## src/rtl/tsp_pkg.sv

```systemverilog
// Constants and types shared by users of three_stage_pipeline and its result collector.
package tsp_pkg;

  localparam int TSP_LATENCY = 2;
  localparam int TSP_DEPTH   = 4;

  typedef logic [$clog2(TSP_DEPTH+1)-1:0] cnt_t;

endpackage

```

## src/rtl/sync_fifo.sv

```systemverilog
// Synchronous FIFO with wrap-bit pointers, registered state and a zeroed head when empty.
module sync_fifo #(
  parameter int DWIDTH = 8,
  parameter int DEPTH  = 4
) (
  input  logic                       clk,
  input  logic                       rst_n,
  input  logic                       push_i,
  input  logic [DWIDTH-1:0]          data_i,
  input  logic                       pop_i,
  output logic [DWIDTH-1:0]          data_o,
  output logic                       full_o,
  output logic                       empty_o,
  output logic [$clog2(DEPTH+1)-1:0] count_o
);

  localparam int AW = $clog2(DEPTH);
  localparam int PW = AW + 1;

  logic [PW-1:0]     r_wr_ptr;
  logic [PW-1:0]     r_rd_ptr;
  logic [DWIDTH-1:0] r_mem [DEPTH];
  logic              w_push_ok;
  logic              w_pop_ok;

  assign empty_o   = (r_wr_ptr == r_rd_ptr);
  assign full_o    = (r_wr_ptr[AW] != r_rd_ptr[AW]) &&
                     (r_wr_ptr[AW-1:0] == r_rd_ptr[AW-1:0]);
  assign w_pop_ok  = pop_i & ~empty_o;
  // A push into a full FIFO is kept only when the head leaves on the same edge.
  assign w_push_ok = push_i & (~full_o | w_pop_ok);
  assign count_o   = r_wr_ptr - r_rd_ptr;
  assign data_o    = empty_o ? '0 : r_mem[r_rd_ptr[AW-1:0]];

  always_ff @(posedge clk or negedge rst_n) begin
    if (!rst_n) begin
      r_wr_ptr <= '0;
      r_rd_ptr <= '0;
    end else begin
      if (w_push_ok) r_wr_ptr <= r_wr_ptr + PW'(1);
      if (w_pop_ok)  r_rd_ptr <= r_rd_ptr + PW'(1);
    end
  end

  always_ff @(posedge clk) begin
    if (w_push_ok) r_mem[r_wr_ptr[AW-1:0]] <= data_i;
  end

endmodule

```

## src/rtl/tsp_result_collector.sv

```systemverilog
// Collects results of a non-stallable pipeline into a FIFO, issuing credits so none is lost.
module tsp_result_collector
  import tsp_pkg::*;
#(
  parameter int DWIDTH  = 8,
  parameter int DEPTH   = 4,
  parameter int LATENCY = TSP_LATENCY
) (
  input  logic                       clk,
  input  logic                       rst,
  input  logic                       issue_valid_i,
  output logic                       issue_ready_o,
  input  logic [DWIDTH-1:0]          res_i,
  output logic                       out_valid_o,
  input  logic                       out_ready_i,
  output logic [DWIDTH-1:0]          out_data_o,
  output logic [$clog2(DEPTH+1)-1:0] count_o,
  output logic                       overflow_o
);

  localparam int SW = $clog2(DEPTH + LATENCY + 1);

  logic [LATENCY-1:0] r_vpipe;
  logic               r_overflow;
  logic               w_accept;
  logic               w_capture;
  logic               w_pop;
  logic               w_full;
  logic               w_empty;
  logic [SW-1:0]      w_inflight;
  logic [SW-1:0]      w_credit;

  assign w_accept  = issue_valid_i & issue_ready_o;
  assign w_capture = r_vpipe[LATENCY-1];
  assign w_pop     = out_valid_o & out_ready_i;

  always_comb begin
    w_inflight = '0;
    for (int i = 0; i < LATENCY; i++) w_inflight = w_inflight + SW'(r_vpipe[i]);
  end

  // Every in-flight result already owns a FIFO slot, so credits depend on registered state only.
  assign w_credit      = SW'(count_o) + w_inflight;
  assign issue_ready_o = (w_credit < SW'(DEPTH));
  assign out_valid_o   = ~w_empty;
  assign overflow_o    = r_overflow;

  generate
    if (LATENCY == 1) begin : g_vpipe_1
      always_ff @(posedge clk or negedge rst) begin
        if (!rst) r_vpipe <= '0;
        else      r_vpipe <= w_accept;
      end
    end else begin : g_vpipe_n
      always_ff @(posedge clk or negedge rst) begin
        if (!rst) r_vpipe <= '0;
        else      r_vpipe <= {r_vpipe[LATENCY-2:0], w_accept};
      end
    end
  endgenerate

  always_ff @(posedge clk or negedge rst) begin
    if (!rst)                                r_overflow <= 1'b0;
    else if (w_capture && w_full && !w_pop)  r_overflow <= 1'b1;
  end

  sync_fifo #(
    .DWIDTH (DWIDTH),
    .DEPTH  (DEPTH)
  ) u_fifo (
    .clk     (clk),
    .rst_n   (rst),
    .push_i  (w_capture),
    .data_i  (res_i),
    .pop_i   (w_pop),
    .data_o  (out_data_o),
    .full_o  (w_full),
    .empty_o (w_empty),
    .count_o (count_o)
  );

endmodule
```

## config.mk

```make
export PLATFORM = sky130hd
export DESIGN_NAME = tsp_result_collector
export DESIGN_NICKNAME = d
export VERILOG_FILES = /design/src/rtl/tsp_pkg.sv /design/src/rtl/sync_fifo.sv /design/src/rtl/tsp_result_collector.sv
export SDC_FILE = /design/constraint.sdc
export NUM_CORES = 1
export LEC_CHECK = 0
export ABC_AREA = 1
export BUFFER_PORTS_ARGS = -buffer_cell sky130_fd_sc_hd__buf_2
export CAP_MARGIN = 10
export CORE_MARGIN = 4
export CORE_UTILIZATION = 51
export CTS_CLUSTER_SIZE = 14
export DETAILED_ROUTE_END_ITERATION = 12
export GPL_ROUTABILITY_DRIVEN = 0
export GPL_TIMING_DRIVEN = 0
export PLACE_DENSITY = 0.8
export REMOVE_ABC_BUFFERS = 1
export SYNTH_ARGS = -nofsm -noshare
export SYNTH_HDL_FRONTEND = slang
export SYNTH_SLANG_ARGS = --single-unit
export TNS_END_PERCENT = 100
```

## constraint.sdc

```tcl
create_clock -name clk -period 3 [get_ports clk]
set_clock_uncertainty 0.2 [all_clocks]
set_input_delay 0.15 -clock clk [delete_from_list [all_inputs] [get_ports clk]]
set_output_delay 0.15 -clock clk [all_outputs]
set_load 0.03 [all_outputs]
```

==> results of run 1 <==
[routing by layer]
layer	vias to the layer above	track usage, %	share of wire, %
met2	20	26.6	51
met4	0	4.71	0.90
met5	-	0	0
met1	575	20.0	45
met3	2	3.45	2.8
li1	646	-	-
[cell type report]
class | count | area [µm²] | share of cell area (%)
Sequential cell | 41 | 1190 | 52.5
Clock inverter | 3 | 68.8 | 3.04
Inverter | 21 | 78.8 | 3.49
Multi-Input combinational cell | 106 | 566 | 25.0
Clock buffer | 5 | 68.8 | 3.04
Tap cell | 46 | 57.6 | 2.55
Timing Repair Buffer | 36 | 235 | 10.4
[state kept, by name, indices dropped and copies added, names as in the netlist]
| register | flops |
|---|---|
| u_fifo.r_mem | 32 |
| r_vpipe | 2 |
| u_fifo.r_rd_ptr | 3 |
| overflow_o | 1 |
| u_fifo.r_wr_ptr | 3 |
[metrics by stage]
step / hold slack, ns / util (%) / area, µm²
finish: 0.0388 / 65.7 / 2260
global route: 0.0610 / 65.7 / 2260
CTS: 0.0418 / 65.7 / 2260
detailed placement: -0.185 / 58.5 / 2010
global placement: -0.188 / 58.5 / 2010
floorplan: -0.346 / - / 1830
[layout by cell type (no fill, tap or decap), drive strengths merged, types with 2 or more instances in the layout]
cell	count
a21oi	8
buf	25
bufinv	2
clkbuf	5
dfrtp	9
dlygate4sd3	11
edfxtp	32
ha	7
inv	22
nand2	21
nand3	9
nor2	38
o21ai	18
xnor2	2
[worst register-to-register path: stages, from the launching register on]
cell and delay, ns:
dfrtp_1 0.68, inv_2 0.22, ha_1 0.34, nand2_1 0.09
nor2_1 0.05, nand3_2 0.11, nand2_4 0.09, nor2_1 0.60
[timing repair]
| item | 4_1_cts | 5_1_grt |
|---|---|---|
| resized for setup | 0 | 0 |
| buffers inserted | 0 | 0 |
| hold buffers | 11 | 0 |
| endpoints found under the hold margin | 43 | 0 |
[path summary, 6_finish.rpt]
check                                    from                  to  slack [ns]  cells after the start
setup / recovery           u_fifo.r_rd_ptr[1]  u_fifo.r_mem[0][7]        0.24                      7
hold / removal                            rst  u_fifo.r_rd_ptr[2]        0.04                      2
setup reg to reg           u_fifo.r_rd_ptr[1]  u_fifo.r_mem[0][7]        0.24                      7
hold reg to reg                    r_vpipe[0]          r_vpipe[1]        0.22                      0
max in group asynchronous                 rst  u_fifo.r_wr_ptr[0]        2.37                      2
min in group clk                   r_vpipe[0]          r_vpipe[1]        0.22                      0
[cell families (layout without fill, tap and decap cells)]
kind of cell             Yosys count  count (layout)  share of synthesized area, %
flip-flops                        41              41                          63.7
AO/OA/AOI/OAI                     27              27                          7.39
XOR/XNOR                           3               3                          1.81
AND/OR/NAND/NOR                   68              68                          15.4
adder cells (fa/ha/maj)            8               8                          5.78
buffers and inverters             25              65                          5.91
==> metrics.txt, run 1 <==
Final period util 92.1%; fin cells 258; HP Class input port to asynchronous set/reset pin; Critical-path top delay cell dfrtp_1; Async SR Flop Fraction 22.0%; post-synthesis cell area 1860 µm²; Final Max Slew Viols 0; drt via density 4.82; Num CTS Buffers 5; Tmin final 2.76 ns; critical path's largest stage delay 0.68 ns; CP top delay family simple AND/OR/NAND/NOR gates; total wire length 3320 µm; fillcell total 263; Detail Route Antenna Nets 0; GRT Residual Overflow 0; Worst EP arrival 2.47 ns; CTS tree yes; status finished, final reports clean; root buffer cell clkbuf_8; Rel. slew slack 47.9%; final setup fails 0; worst slack, placed 0.179 ns; Starting Density 54.1%; Ant. Diodes 0; Tightest Pin Transition 0.779 ns; CP max FO 12; Port Buf Inserts 25; critical path required time 2.71 ns; Core ar. 3440 µm²; Synth Instances 172; Synth area leader edfxtp_1; syn_area_per_cell 10.8 µm²; Max-Cap Viols 0; most common cell in the netlist nor2_1; Syn. warnings 0; Synth Register Bits 41; sequential fraction of the synthesis area 63.7%; Layout area overhead 21.4%; vias in the first global route 1192; # clock sinks 41; first drt pass iteration count 4; CP Buf/Inv Count 1; antenna violations before repair 0; clk buf depth 2; DRT iter0 DRCs 52; Final WS setup 0.236 ns; critical path, cell by cell inv_2, ha_1, nand2_1, nor2_1, nand3_2, nand2_4, nor2_1; maximum clock rate 362 MHz; I/O pin total 26; Final Hold Fails 0; chip width 68.4 µm; GRT Overall Usage 15.7%; Top FF cell, synth edfxtp_1; H-tree depth 2; post-synth top area share 51.6%; critical path class register to register; Post-synth EDFFs 32; unrepaired setup endpoints after global routing false; setup TNS 0 ns; nets 231; # rows 21; first-pass GRT wire length 5280 µm; Worst-Skew Late Latency 0.28 ns; CTS clk-pin slew, worst paths 0.08 ns; share of cells above drive strength 1 18.9%; cell repeated most along the worst path nor2_1; most instantiated cells after synthesis nor2_1 (38), edfxtp_1 (32), inv_1 (19), nand2_1 (19), o21ai_0 (17); largest net degree at the start of global routing 20; Yosys cell types 21; per-cell routed wire length 12.8 µm; placed cells 239; Setup crit start kind register; Die Height 68.4 µm; DRC errors left 0; DR vias 1243; Setup crit end kind register; detailed placer's ending HPWL 2220 µm; top cells by area, synth edfxtp_1 (52%), dfrtp_1 (12%), nor2_1 (7.7%), ha_1 (4.7%), o21ai_0 (4.6%); Die ar. 4680 µm²
Power of run 1 is not shown: default switching activity piles up to over one toggle a cycle in this logic, so the estimate is an artifact.
==> run 2, diff against run 1 <==
- ABC_AREA: 1 -> unset
- BUFFER_PORTS_ARGS: -buffer_cell sky130_fd_sc_hd__buf_2 -> unset
- DONT_BUFFER_PORTS: unset -> 1
- PLACE_DENSITY: 0.8 -> 0.74
- clock period: 3 -> 2.95 ns (I/O delays scaled with it)
==> run 2 against run 1 <==
Net effect: area after synthesis is 3.9% lower; setup slack better by 0.068 ns; design area is 9.6% lower; critical path type is now register to output port; critical endpoint is now issue_ready_o; global-route usage is 0.84 points lower; register-to-register slack better by 0.19 ns; critical path depth is 3 lower.
==> metrics.txt, run 2 <==
post-synth top area share 53.7% (was 51.6%); CTS clk-pin slew, worst paths 0.12 ns (was 0.08 ns); most instantiated cells after synthesis edfxtp_1 (32), dfrtp_1 (9), mux4_2 (8), nor2b_1 (8) (was nor2_1 (38), edfxtp_1 (32), inv_1 (19), nand2_1 (19), o21ai_0 (17)); maximum clock rate 378 MHz; Final Max Slew Viols 0 (unchanged); share of cells above drive strength 1 19.8% (was 18.9%); nets 140 (was 231); CP max FO 11 (was 12); crit path launch u_fifo.r_rd_ptr[0] (was u_fifo.r_rd_ptr[1]); setup bufs post-CTS 0 (unchanged); hold_ws 0.208 ns (was 0.0388 ns); Final Hold Fails 0 (unchanged); H-tree depth 2 (unchanged); Num CTS Buffers 5 (unchanged); Die ar. 4520 µm² (was 4680 µm²); # clock sinks 41 (unchanged); Post-synth EDFFs 32 (unchanged); first-pass GRT wire length 4660 µm (was 5280 µm); sequential fraction of the synthesis area 66.3% (was 63.7%); Max-Cap Viols 0 (unchanged); Starting Density 53.2% (was 54.1%); Die Height 67.2 µm (was 68.4 µm); Worst-Skew Late Latency 0.34 ns (was 0.28 ns); setup TNS 0 ns (unchanged); Setup crit start kind register (unchanged); critical path required time 2.60 ns (was 2.71 ns); syn_area_per_cell 17.4 µm² (was 10.8 µm²); Critical Path Sink issue_ready_o (was u_fifo.r_mem[0][7]); critical path's largest stage delay 0.56 ns (was 0.68 ns); reg2reg end u_fifo.r_mem[0][7] (unchanged); total wire length 2860 µm (was 3320 µm); detailed placer's ending HPWL 1900 µm (was 2220 µm); antenna violations before repair 0 (unchanged); R2R setup slack 0.43 ns (was 0.24 ns); HP Class input port to register (was input port to asynchronous set/reset pin); Detail Route Antenna Nets 0 (unchanged); Worst EP arrival 2.30 ns (was 2.47 ns); top cells by area, synth edfxtp_1 (54%), dfrtp_1 (13%), mux4_2 (10%), ha_1 (4.9%), nor2b_1 (2.8%) (was edfxtp_1 (52%), dfrtp_1 (12%), nor2_1 (7.7%), ha_1 (4.7%), o21ai_0 (4.6%)); number of flip-flops in the largest register 32 (unchanged); Port Buf Inserts 0 (was 25); chip width 67.2 µm (was 68.4 µm); CTS tree yes (unchanged); GRT Residual Overflow 0 (unchanged); Layout area overhead 14.2% (was 21.4%); I/O pin total 26 (unchanged); Async SR Flop Fraction 22.0% (unchanged); per-cell routed wire length 17.1 µm (was 12.8 µm); Core ar. 3360 µm² (was 3440 µm²); largest net degree at the start of global routing 14 (was 20); Setup crit end kind output port (was register); post-synthesis cell area 1790 µm² (was 1860 µm²); Synth Instances 103 (was 172); status finished, final reports clean (unchanged); fillcell total 257 (was 263); Tmin final 2.65 ns; placed cell area 1840 µm² (was 2010 µm²); Synth Register Bits 41 (unchanged); vias in the first global route 942 (was 1192); clk buf depth 2 (unchanged); RR Startpoint u_fifo.r_rd_ptr[1] (unchanged); Ant. Diodes 0 (unchanged); Rel. slew slack 58.7% (was 47.9%); unrepaired setup endpoints after global routing false (unchanged); Tightest Pin Transition 0.618 ns (was 0.779 ns); Multi-input gate area 597 µm² (was 566 µm²); DRT iter0 DRCs 26 (was 52); Top FF cell, synth edfxtp_1 (unchanged); first drt pass iteration count 4 (unchanged); root buffer cell clkbuf_4 (was clkbuf_8); Yosys cell types 27 (was 21); Final period util 89.7%; Syn. warnings 0 (unchanged); # rows 21 (unchanged); GRT Overall Usage 14.8% (was 15.7%); most common cell in the netlist edfxtp_1 (was nor2_1); final setup fails 0 (unchanged); Critical-path top delay cell dfrtp_2 (was dfrtp_1); Synth area leader edfxtp_1 (unchanged); drt via density 5.35 (was 4.82); DR vias 893 (was 1243); most common cell after layout, fill and taps aside edfxtp_1 (was nor2_1); Reg area 1190 µm² (about the same); commonest non-fill, non-tap cells in the layout edfxtp_1 (32), dlygate4sd3_1 (12), mux4_2 (8), nor2b_1 (8), dfrtp_1 (8) (was nor2_1 (38), edfxtp_1 (32), buf_2 (25)); Worst Reg-to-Reg Cells 5 (was 7); fin area 2040 µm² (was 2260 µm²); DRC errors left 0 (unchanged); critical path, cell by cell ha_1, fa_1, xnor2_4, xnor2_2 (was inv_2, ha_1, nand2_1, nor2_1, nand3_2, nand2_4, nor2_1); critical path class register to output port (was register to register)
-- run 2: cell types whose count changed in the layout (fill, tap and decap cells not counted), sizes merged, moves of 7 or more --
cell / delta
nor2: -36
buf: -25
nand2: -19
o21ai: -17
inv: -15
nand3: -9
mux4: +8
nor2b: +8
a21oi: -7
-- run 2: metal layers --
layer  global-route usage [%]  wire length, µm  vias up
li1                         -                -      420
met1                     16.9             1160      450
met2                     25.3             1530       18
met3                     5.82              134        5
met4                     5.32               42        0
met5                        0                0        -
-- run 2: layout make-up --
| class | count | share of cell area (%) |
|---|---|---|
| Sequential cell | 41 | 58.1 |
| Multi-Input combinational cell | 53 | 29.2 |
| Clock buffer | 5 | 1.84 |
| Tap cell | 46 | 2.82 |
| Clock inverter | 3 | 0.857 |
| Timing Repair Buffer | 12 | 5.88 |
| Inverter | 7 | 1.29 |
-- run 2: worst max-delay path, delay by kind of cell (launching register included) --
| family | cells | cell delay, ns |
|---|---|---|
| fa+ha+maj | 2 | 0.73 |
| xor+xnor | 2 | 0.66 |
| flops | 1 | 0.56 |
-- run 2: worst min-delay path by stage --
| stage | end | depth (start not counted) | startpoint |
|---|---|---|---|
| final | u_fifo.r_wr_ptr[2] | 2 | out_ready_i |
| after global routing | u_fifo.r_wr_ptr[2] | 2 | out_ready_i |
| after CTS | u_fifo.r_wr_ptr[2] | 2 | out_ready_i |
| after detailed placement | overflow_o | 0 | rst |
| after global placement | u_fifo.r_rd_ptr[2] | 0 | rst |
| after floorplan | overflow_o | 0 | rst |
-- run 2: kinds of logic after synthesis --
kind of cell,synth area share [%]
flops,66.3
simple gates,5.39
compound gates,3.85
buf+inv,1.96
xor+xnor,4.34
mux,12.2
fa+ha+maj,6.01
-- run 2: metrics by stage --
stage / utilization [%] / worst slack (ns) / cells
after floorplan: - / 0.316 / 101
after global placement: 54.7 / 0.113 / 147
after detailed placement: 54.7 / 0.0932 / 147
after CTS: 60.3 / 0.0306 / 167
after global routing: 60.8 / 0.116 / 167
final: 60.8 / 0.303 / 167
-- run 2: timing repair --
item                                    in CTS  in global routing
hold buffers                                12                  0
pin swaps                                    0                  0
resized for setup                            2                  3
hold endpoints to repair                    47                  0
endpoints found under the setup margin       1                 10
Power of run 2 is left out for the same reason.
==> run 3, diff against run 2 <==
- GPL_TIMING_DRIVEN: 0 -> unset
==> run 3 against run 2 <==
Net effect: die area unchanged; fmax up 8.1%; routed wire length up 2.4%; critical endpoint unchanged; largest cell class unchanged; highest routed layer unchanged.
==> metrics.txt, run 3 (synthesis gave the netlist of run 2 again) <==
status finished, final reports clean (unchanged); crit path launch u_fifo.r_wr_ptr[0] (was u_fifo.r_rd_ptr[0]); drt via density 5.24 (was 5.35); DR vias 901 (was 893); RR Startpoint u_fifo.r_wr_ptr[0] (was u_fifo.r_rd_ptr[1]); Rel. slew slack 60.4% (was 58.7%); reg2reg end u_fifo.r_mem[1][4] (was u_fifo.r_mem[0][7]); Num CTS Buffers 5 (unchanged); # rows 21 (unchanged); final setup fails 0 (unchanged); # clock sinks 41 (unchanged); critical path required time 2.60 ns (about the same); detailed placer's ending HPWL 2090 µm (was 1900 µm); met2 Use GR 24.2% (was 25.3%); R2R setup slack 0.73 ns (was 0.43 ns); Tightest Pin Transition 0.593 ns (was 0.618 ns); Port Buf Inserts 0 (unchanged); Ant. Diodes 0 (unchanged); Final Max Slew Viols 0 (unchanged); Die Height 67.2 µm (unchanged); Setup crit end kind output port (unchanged); Worst Reg-to-Reg Cells 5 (unchanged); antenna violations before repair 0 (unchanged); H-tree depth 2 (unchanged); GRT met3 Usage 5.16% (was 5.82%); Detail Route Antenna Nets 0 (unchanged); unrepaired setup endpoints after global routing false (unchanged); DRT iter0 DRCs 52 (was 26); Layout area overhead 14.6% (was 14.2%); Max-Cap Viols 0 (unchanged); share of cells above drive strength 1 19.8% (about the same); clk buf depth 2 (unchanged); fillcell total 272 (was 257); maximum clock rate 409 MHz (was 378 MHz); nets 145 (was 140); GRT Overall Usage 14.8% (about the same); Worst-Skew Late Latency 0.34 ns (about the same); first drt pass iteration count 4 (unchanged); chip width 67.2 µm (unchanged); Final period util 83.0% (was 89.7%); root buffer cell clkbuf_4 (unchanged); commonest non-fill, non-tap cells in the layout edfxtp_1 (32), dlygate4sd3_1 (12), dfrtp_1 (9) (was edfxtp_1 (32), dlygate4sd3_1 (12), mux4_2 (8), nor2b_1 (8), dfrtp_1 (8)); number of flip-flops in the largest register 32 (unchanged); Die ar. 4520 µm² (unchanged); total wire length 2930 µm (was 2860 µm); Tmin final 2.45 ns (was 2.65 ns); CTS resizes 0 (was 2); DRC errors left 0 (unchanged); first-pass GRT wire length 4690 µm (was 4660 µm); setup TNS 0 ns (unchanged); per-cell routed wire length 17.0 µm (was 17.1 µm); Core ar. 3360 µm² (unchanged); HP Class input port to register (unchanged); CTS clk-pin slew, worst paths 0.12 ns (about the same); Starting Density 53.2% (unchanged); Critical Path Sink issue_ready_o (unchanged); largest net degree at the start of global routing 14 (unchanged); CTS tree yes (unchanged); I/O pin total 26 (unchanged); CP max FO 4 (was 11); critical path class register to output port (unchanged); vias in the first global route 890 (was 942); most common cell after layout, fill and taps aside edfxtp_1 (unchanged); Setup crit start kind register (unchanged); Final Hold Fails 0 (unchanged); met1 usage 19.0% (was 16.9%); Top Usage Layer GRT met2 (unchanged); Worst EP arrival 2.10 ns (was 2.30 ns); GRT Residual Overflow 0 (unchanged)
## run 3: cell types whose count changed in the layout (fill, tap and decap cells not counted)
cell | previous run | this run
buf_4 | 0 | 5
dfrtp_1 | 8 | 9
dfrtp_2 | 1 | 0
nor2_1 | 1 | 2
nor2_2 | 1 | 0
xnor2_1 | 3 | 5
xnor2_2 | 2 | 1
xnor2_4 | 1 | 0
## run 3: per-layer routing
| layer | share of wire, % | wire [µm] | vias to the layer above |
|---|---|---|---|
| met1 | 44 | 1300 | 448 |
| met4 | 0.51 | 15 | 0 |
| met3 | 4.4 | 128 | 2 |
| met2 | 51 | 1490 | 23 |
| li1 | - | - | 428 |
| met5 | 0 | 0 | - |
## run 3: per-stage QoR
step	instance area, µm²	std cells	hold WS (ns)	worst slack (ns)	util (%)
5_1_grt	2050	172	0.292	0.412	61.0
3_5_place_dp	1880	152	-0.348	0.748	55.8
4_1_cts	2050	172	0.263	0.489	61.0
2_1_floorplan	1780	101	-0.348	0.316	-
3_3_place_gp	1880	152	-0.348	0.808	55.8
6_report	2050	172	0.261	0.503	61.0
## run 3: cell type report
| type | count | area, µm² | share of cell area [%] |
|---|---|---|---|
| clock buffer | 5 | 37.5 | 1.83 |
| clock inverter | 3 | 17.5 | 0.854 |
| inverter | 7 | 26.3 | 1.28 |
| multi-input combinational | 53 | 568 | 27.7 |
| sequential | 41 | 1190 | 57.8 |
| tap | 46 | 57.6 | 2.81 |
| timing repair buffer | 17 | 158 | 7.69 |
## run 3: timing repair
| action | in CTS | in global routing |
|---|---|---|
| hold endpoints to repair | 47 | 0 |
| hold buffers | 12 | 0 |
| buffers inserted | 0 | 0 |
## run 3: critical path, stage by stage, from the launching register on
cell and delay, ns:
dfrtp_1 0.39, inv_1 0.10, ha_1 0.20, fa_1 0.37, xnor2_1 0.32, xnor2_1 0.18
buf_4 0.20
## run 3: worst min-delay path by stage
stage,start,end,slack [ns],depth (start not counted)
floorplan,rst,overflow_o,-0.35,0
global route,r_vpipe[0],r_vpipe[1],0.29,0
CTS,r_vpipe[0],r_vpipe[1],0.26,0
detailed placement,rst,u_fifo.r_wr_ptr[2],-0.35,0
finish,out_ready_i,u_fifo.r_wr_ptr[2],0.26,2
global placement,rst,u_fifo.r_rd_ptr[2],-0.35,0
Power of run 3 is left out for the same reason.
